--- src/rtl/intc_pkg.sv ---
// Shared types and constants for the sc_intr_ctrl interrupt controller.
// The optional edge-trigger feature is enabled by defining INTC_EDGE_TRIG_EN.
package intc_pkg;

    typedef enum logic [1:0] {
        ST_IDLE    = 2'd0,
        ST_REQ     = 2'd1,
        ST_ACK     = 2'd2,
        ST_SERVICE = 2'd3
    } state_e;

    localparam logic [2:0] ADDR_MASK = 3'd0;
    localparam logic [2:0] ADDR_PEND = 3'd1;
    localparam logic [2:0] ADDR_EOI  = 3'd2;
    localparam logic [2:0] ADDR_ID   = 3'd3;
    localparam logic [2:0] ADDR_TRIG = 3'd4;

    // The ID field has to hold NUM_SRC itself, which is the spurious marker.
    function automatic int id_width(input int num_src);
        return $clog2(num_src + 1);
    endfunction

endpackage

--- src/rtl/intc_prio_enc.sv ---
// Fixed-priority encoder: the lowest set index wins; id = NUM_SRC when nothing is set.
module intc_prio_enc
    import intc_pkg::*;
#(
    parameter int NUM_SRC = 8,
    parameter int ID_W    = id_width(NUM_SRC)
) (
    input  logic [NUM_SRC-1:0] req,
    output logic               valid,
    output logic [ID_W-1:0]    id
);

    // NOTE: every output of a combinational block gets a default before any
    // conditional assignment, otherwise synthesis infers a latch.
    always_comb begin
        valid = |req;
        id    = ID_W'(NUM_SRC);
        for (int i = NUM_SRC - 1; i >= 0; i--) begin
            if (req[i]) begin
                id = ID_W'(i);
            end
        end
    end

endmodule

--- src/rtl/sc_intr_ctrl.sv ---
// Prioritised, maskable interrupt controller for the single-cycle MIPS core.
// Define INTC_EDGE_TRIG_EN to add the TRIG register and per-source edge triggering.
module sc_intr_ctrl
    import intc_pkg::*;
#(
    parameter int          NUM_SRC    = 8,
    parameter logic [31:0] VEC_BASE   = 32'h0000_0008,
    parameter logic [31:0] VEC_STRIDE = 32'h0000_0010
) (
    input  logic               clock,
    input  logic               reset,
    input  logic [NUM_SRC-1:0] irq,
    output logic               intr,
    input  logic               inta,
    input  logic               wen,
    input  logic [2:0]         addr,
    input  logic [31:0]        wdata,
    output logic [31:0]        rdata,
    output logic [31:0]        vector,
    output logic               busy
);

    localparam int ID_W = id_width(NUM_SRC);

    state_e             state_q, state_d;
    logic               intr_q, intr_d;
    logic [NUM_SRC-1:0] mask_q, mask_d;
    logic [ID_W-1:0]    id_q, id_d;
    logic [31:0]        vector_q, vector_d;

    logic [NUM_SRC-1:0] pend;
    logic [NUM_SRC-1:0] eligible;
    logic               elig_any;
    logic [ID_W-1:0]    enc_id;
    logic               ack_take;
    logic               eoi_wr;

    assign ack_take = (state_q == ST_REQ) && inta;
    assign eoi_wr   = wen && (addr == ADDR_EOI) && (state_q == ST_SERVICE);
    assign eligible = pend & mask_q;

    intc_prio_enc #(
        .NUM_SRC (NUM_SRC),
        .ID_W    (ID_W)
    ) u_prio_enc (
        .req   (eligible),
        .valid (elig_any),
        .id    (enc_id)
    );

`ifdef INTC_EDGE_TRIG_EN
    logic [NUM_SRC-1:0] irq_q;
    logic [NUM_SRC-1:0] trig_q, trig_d;
    logic [NUM_SRC-1:0] pend_q, pend_d;
    logic [NUM_SRC-1:0] ack_clr;

    always_comb begin
        trig_d = trig_q;
        if (wen && (addr == ADDR_TRIG)) begin
            trig_d = wdata[NUM_SRC-1:0];
        end
        ack_clr = '0;
        if (ack_take && elig_any) begin
            ack_clr = NUM_SRC'(1) << enc_id;
        end
        // A rising edge in the acknowledge cycle outranks the clear.
        pend_d = ((pend_q & ~ack_clr) | (irq & ~irq_q)) & trig_q;
        pend   = (pend_q & trig_q) | (irq & ~trig_q);
    end

    always_ff @(posedge clock or posedge reset) begin
        if (reset) begin
            irq_q  <= '0;
            trig_q <= '0;
            pend_q <= '0;
        end else begin
            irq_q  <= irq;
            trig_q <= trig_d;
            pend_q <= pend_d;
        end
    end
`else
    assign pend = irq;
`endif

    always_comb begin
        state_d  = state_q;
        mask_d   = mask_q;
        id_d     = id_q;
        vector_d = vector_q;

        if (wen && (addr == ADDR_MASK)) begin
            mask_d = wdata[NUM_SRC-1:0];
        end

        case (state_q)
            ST_IDLE: begin
                if (elig_any) state_d = ST_REQ;
            end
            ST_REQ: begin
                if (inta) begin
                    state_d = ST_ACK;
                end else if (!elig_any) begin
                    state_d = ST_IDLE;
                end
            end
            ST_ACK:     state_d = ST_SERVICE;
            ST_SERVICE: begin
                if (eoi_wr) state_d = ST_IDLE;
            end
            default:    state_d = ST_IDLE;
        endcase

        // Capture the winner as inta is taken so the vector is valid during ACK.
        if (ack_take) begin
            id_d     = enc_id;
            vector_d = VEC_BASE + 32'(enc_id) * VEC_STRIDE;
        end

        intr_d = (state_d == ST_REQ);
    end

    // NOTE: state registers use non-blocking assignments so every flop samples
    // the pre-edge values regardless of statement order.
    always_ff @(posedge clock or posedge reset) begin
        if (reset) begin
            state_q  <= ST_IDLE;
            intr_q   <= 1'b0;
            mask_q   <= '0;
            id_q     <= ID_W'(NUM_SRC);
            vector_q <= '0;
        end else begin
            state_q  <= state_d;
            intr_q   <= intr_d;
            mask_q   <= mask_d;
            id_q     <= id_d;
            vector_q <= vector_d;
        end
    end

    always_comb begin
        rdata = '0;
        case (addr)
            ADDR_MASK: rdata = 32'(mask_q);
            ADDR_PEND: rdata = 32'(pend);
            ADDR_ID:   rdata = 32'(id_q);
`ifdef INTC_EDGE_TRIG_EN
            ADDR_TRIG: rdata = 32'(trig_q);
`endif
            default:   rdata = '0;
        endcase
    end

    logic unused_wdata;
    assign unused_wdata = ^wdata;

    assign intr   = intr_q;
    assign vector = vector_q;
    assign busy   = (state_q == ST_SERVICE);

endmodule
--- config.mk ---
export PLATFORM = sky130hd
export DESIGN_NAME = sc_intr_ctrl
export DESIGN_NICKNAME = d
export VERILOG_FILES = /design/src/rtl/intc_pkg.sv /design/src/rtl/intc_prio_enc.sv /design/src/rtl/sc_intr_ctrl.sv
export SDC_FILE = /design/constraint.sdc
export NUM_CORES = 1
export LEC_CHECK = 0
export CAP_MARGIN = 10
export CORE_ASPECT_RATIO = 0.7
export CORE_MARGIN = 10
export CORE_UTILIZATION = 35
export DETAILED_ROUTE_END_ITERATION = 10
export PLACE_DENSITY = 0.88
export SETUP_SLACK_MARGIN = 0.15
export SYNTH_ARGS = -nofsm -noshare
export SYNTH_HDL_FRONTEND = slang
export SYNTH_SLANG_ARGS = --single-unit
--- constraint.sdc ---
create_clock -name clock -period 2.7 [get_ports clock]
set_input_delay 0.675 -clock clock [delete_from_list [all_inputs] [get_ports clock]]
set_output_delay 0.675 -clock clock [all_outputs]
set_load 0.05 [all_outputs]
==> results.sh <==
export IMPL_drv_slew=0
export IMPL_place_gp_congestion=0.8381
export IMPL_swShare=0.4849
export IMPL_wire_per_inst_um=14.64
export IMPL_nets=234
export IMPL_synthDistinctLibCells=29
export IMPL_wl_met3_um=406
export IMPL_place_hpwl_mm=3.006
export IMPL_clkSinkCount=17
export IMPL_cts_buffer_depth=2
export IMPL_cp_slowest_cell="clkdlybuf4s50_1"
export IMPL_layout_worst_path_cycle_share=0.9180
export IMPL_cts_tree="yes"
export IMPL_insertion_delay_ns=0.25
export IMPL_syn_instance_count=149
export IMPL_yosysSeqAreaShare=0.3137
export IMPL_synth_simple_area_share=0.1214
export IMPL_ctsHoldBuffers=0
export IMPL_seq_power_share=0.306
export IMPL_hold_violations=0
export IMPL_grt_max_degree=18
export IMPL_die_y_um=72.16
export IMPL_num_antenna_cells=0
export IMPL_io_pins=113
export IMPL_synth_compound_area_frac=0.1021
export IMPL_vias=960
export IMPL_synth_warnings=0
export IMPL_port_buffers=37
export IMPL_synth_fa_ha_area_frac=0
export IMPL_finalSetupTns_ns=0
export IMPL_antenna_found_initial=0
export IMPL_topRoutingLayerUsed="met4"
export IMPL_clock_root_buffer="clkbuf_8"
export IMPL_dp_cells=232
export IMPL_die_width_um=94.51
export IMPL_critical_path_top_delay_family="buffers and inverters"
export IMPL_p_sw_w=0.0006190
export IMPL_crit_top_cell="nor2_1"
export IMPL_powerDensity_nw_per_um2=740.3
export IMPL_crit_type="input port to primary output"
export IMPL_path_cells="clkdlybuf4s50_1, mux2i_1, nor2_1, a31oi_1, nor2_1, buf_12"
export IMPL_synth_xor_area_share=0
export IMPL_seq_area_um2=426.7
export IMPL_avgSynthCellArea_um2=9.128
export IMPL_finClkSkew_ns=0.0007747
export IMPL_drive_gt1_frac=0.1774
export IMPL_worst_path_buf_inv=2
export IMPL_worstHoldPathType="flip-flop to flip-flop"
export IMPL_clkPwrFrac=0.149
export IMPL_drtAntennaViolNets=0
export IMPL_worst_ep_arrival_time_ns=1.80
export IMPL_crit_path_start_kind="input port"
export IMPL_start_util=0.3751
export IMPL_muxShareOfSynthArea=0.1306
export IMPL_p_comb_frac=0.544
export IMPL_max_vdd_ir_drop_mv=0.3815
export IMPL_relSlewSlack=0.5633
export IMPL_setup_viol=0
export IMPL_layout_common_cells="conb_1 (51), clkdlybuf4s50_1 (25), dfrtp_1 (16), nand2_1 (11)"
export IMPL_drtIter0Drc=29
export IMPL_wl_met1_mm=1.225
export IMPL_period_needed_ns=2.479
export IMPL_rsz0062_at_grt="no"
export IMPL_final_common_cell="conb_1"
export IMPL_cap_violations=0
export IMPL_rows=18
export IMPL_fill_cells=363
export IMPL_multiInputGateArea_um2=695.7
export IMPL_drc_errors=0
export IMPL_dr_wl_met2_mm=1.803
export IMPL_slowest_delay_ns=0.50
export IMPL_worst_slew_pin_slew_ns=0.6543
export IMPL_die_area_um2=6819
export IMPL_endpoint_kind="primary output"
export IMPL_fmax_mhz=403.5
export IMPL_track_usage=0.09442
export IMPL_area_growth_pct=26.77
export IMPL_internal_power_w=0.0006574
export IMPL_cts_setup_buffers=0
export IMPL_core_um2=3626
export IMPL_grt_pass1_vias=962
export IMPL_leakagePower_nw=0.8461
export IMPL_finalNonFillerCells=236
export IMPL_status="complete, no violations"
export IMPL_numCtsBuffers=3
export IMPL_grt_pass1_wl_mm=5.092
export IMPL_ys_ff_latch=17
export IMPL_viasPerCell=4.068
export IMPL_grt_overflow=0
export IMPL_htree_levels=1
export IMPL_clkTransAtPathRegs_ns=0.06
export IMPL_wirelength_mm=3.456
export IMPL_syn_area_um2=1360
export IMPL_synth_top_family_by_area="buffers and inverters"
export IMPL_crit_path_max_fanout=3
export IMPL_crit_required_ns=2.03
export IMPL_drtPass1Iterations=5
## metrics by stage
stage	util	total power (W)	setup slack (ns)	hold WS (ns)	instance area (um^2)
final	0.4755	0.001276	0.2215	0.4810	1724
after global routing	0.4755	0.001348	0.1642	0.5008	1724
after CTS	0.4741	0.001284	0.1528	0.4828	1719
after detailed placement	0.4607	0.001090	0.001700	0.4576	1670
after global placement	0.4607	0.001076	0.01948	0.4528	1670
after floorplan	-	0.0009636	0.3427	0.4729	1568
## state kept, by name (all words and copies together) (netlist names)
| register | count |
|---|---|
| vector | 2 |
| id_q | 4 |
| mask_q | 8 |
| state_q | 2 |
| intr | 1 |
## timing repair
action | in CTS | in global routing
gates resized for setup | 4 | 2
pin swaps | 1 | 0
endpoints found under the setup margin | 8 | 4
## final timing paths
check	slack (ns)	cells after the start	startpoint	to
max reg2reg	1.42	4	state_q[1]	id_q[0]
min reg2reg	0.48	1	vector[3]	vector[3]
max	0.22	6	irq[0]	rdata[0]
max in group asynchronous	1.47	2	reset	state_q[0]
min in group asynchronous	0.81	2	reset	vector[3]
min	0.48	1	vector[3]	vector[3]
## logic make-up after synthesis
group	Yosys count
and+or+nand+nor	33
muxes	16
AOI/OAI and AO/OA	22
DFF	17
other	1
buffers and inverters	60
## synthesized netlist by cell type
library cell | instances | area share
nand2_2 | 1 | 0.0046
a21o_1 | 2 | 0.011
nor2_1 | 9 | 0.025
a21bo_2 | 1 | 0.0074
nor2_2 | 1 | 0.0046
o21ai_1 | 1 | 0.0037
conb_1 | 1 | 0.0028
buf_4 | 55 | 0.30
inv_1 | 2 | 0.0055
nor2_8 | 1 | 0.015
dfrtp_1 | 16 | 0.29
buf_6 | 2 | 0.017
a32oi_1 | 1 | 0.0064
a31oi_1 | 4 | 0.018
a21oi_1 | 6 | 0.022
mux2_2 | 6 | 0.050
nand3_1 | 1 | 0.0037
a22oi_1 | 4 | 0.022
mux2i_1 | 8 | 0.059
nand3b_1 | 1 | 0.0055
dfstp_2 | 1 | 0.019
mux2_4 | 2 | 0.022
nand2b_1 | 2 | 0.0092
nand2_1 | 11 | 0.030
nand4_1 | 1 | 0.0046
o21ai_0 | 3 | 0.011
buf_2 | 1 | 0.0037
nor3_1 | 4 | 0.015
and2_1 | 1 | 0.0046
## layout make-up
cell class              instances  share of cell area
inverters                       2            0.004354
flip-flops and latches         17              0.2475
multi-input cells             122              0.4035
clock buffers                   4             0.02612
repair buffers                 41              0.2823
well taps                      50             0.03628
## metal layers
metal,global-route usage,up-vias
met2,0.1657,42
met1,0.1001,446
met4,0.02483,0
met3,0.04419,4
li1,-,468
met5,0,-
## power by group through the flow
stage               Combinational (W)  Sequential, W  Clock, W
floorplan                    0.000552       0.000411         0
global placement             0.000686       0.000390         0
detailed placement           0.000695       0.000395         0
CTS                          0.000697       0.000391  0.000196
global route                 0.000738       0.000403  0.000207
finish                       0.000695       0.000391  0.000190
Power figures use the tool's default switching activity.
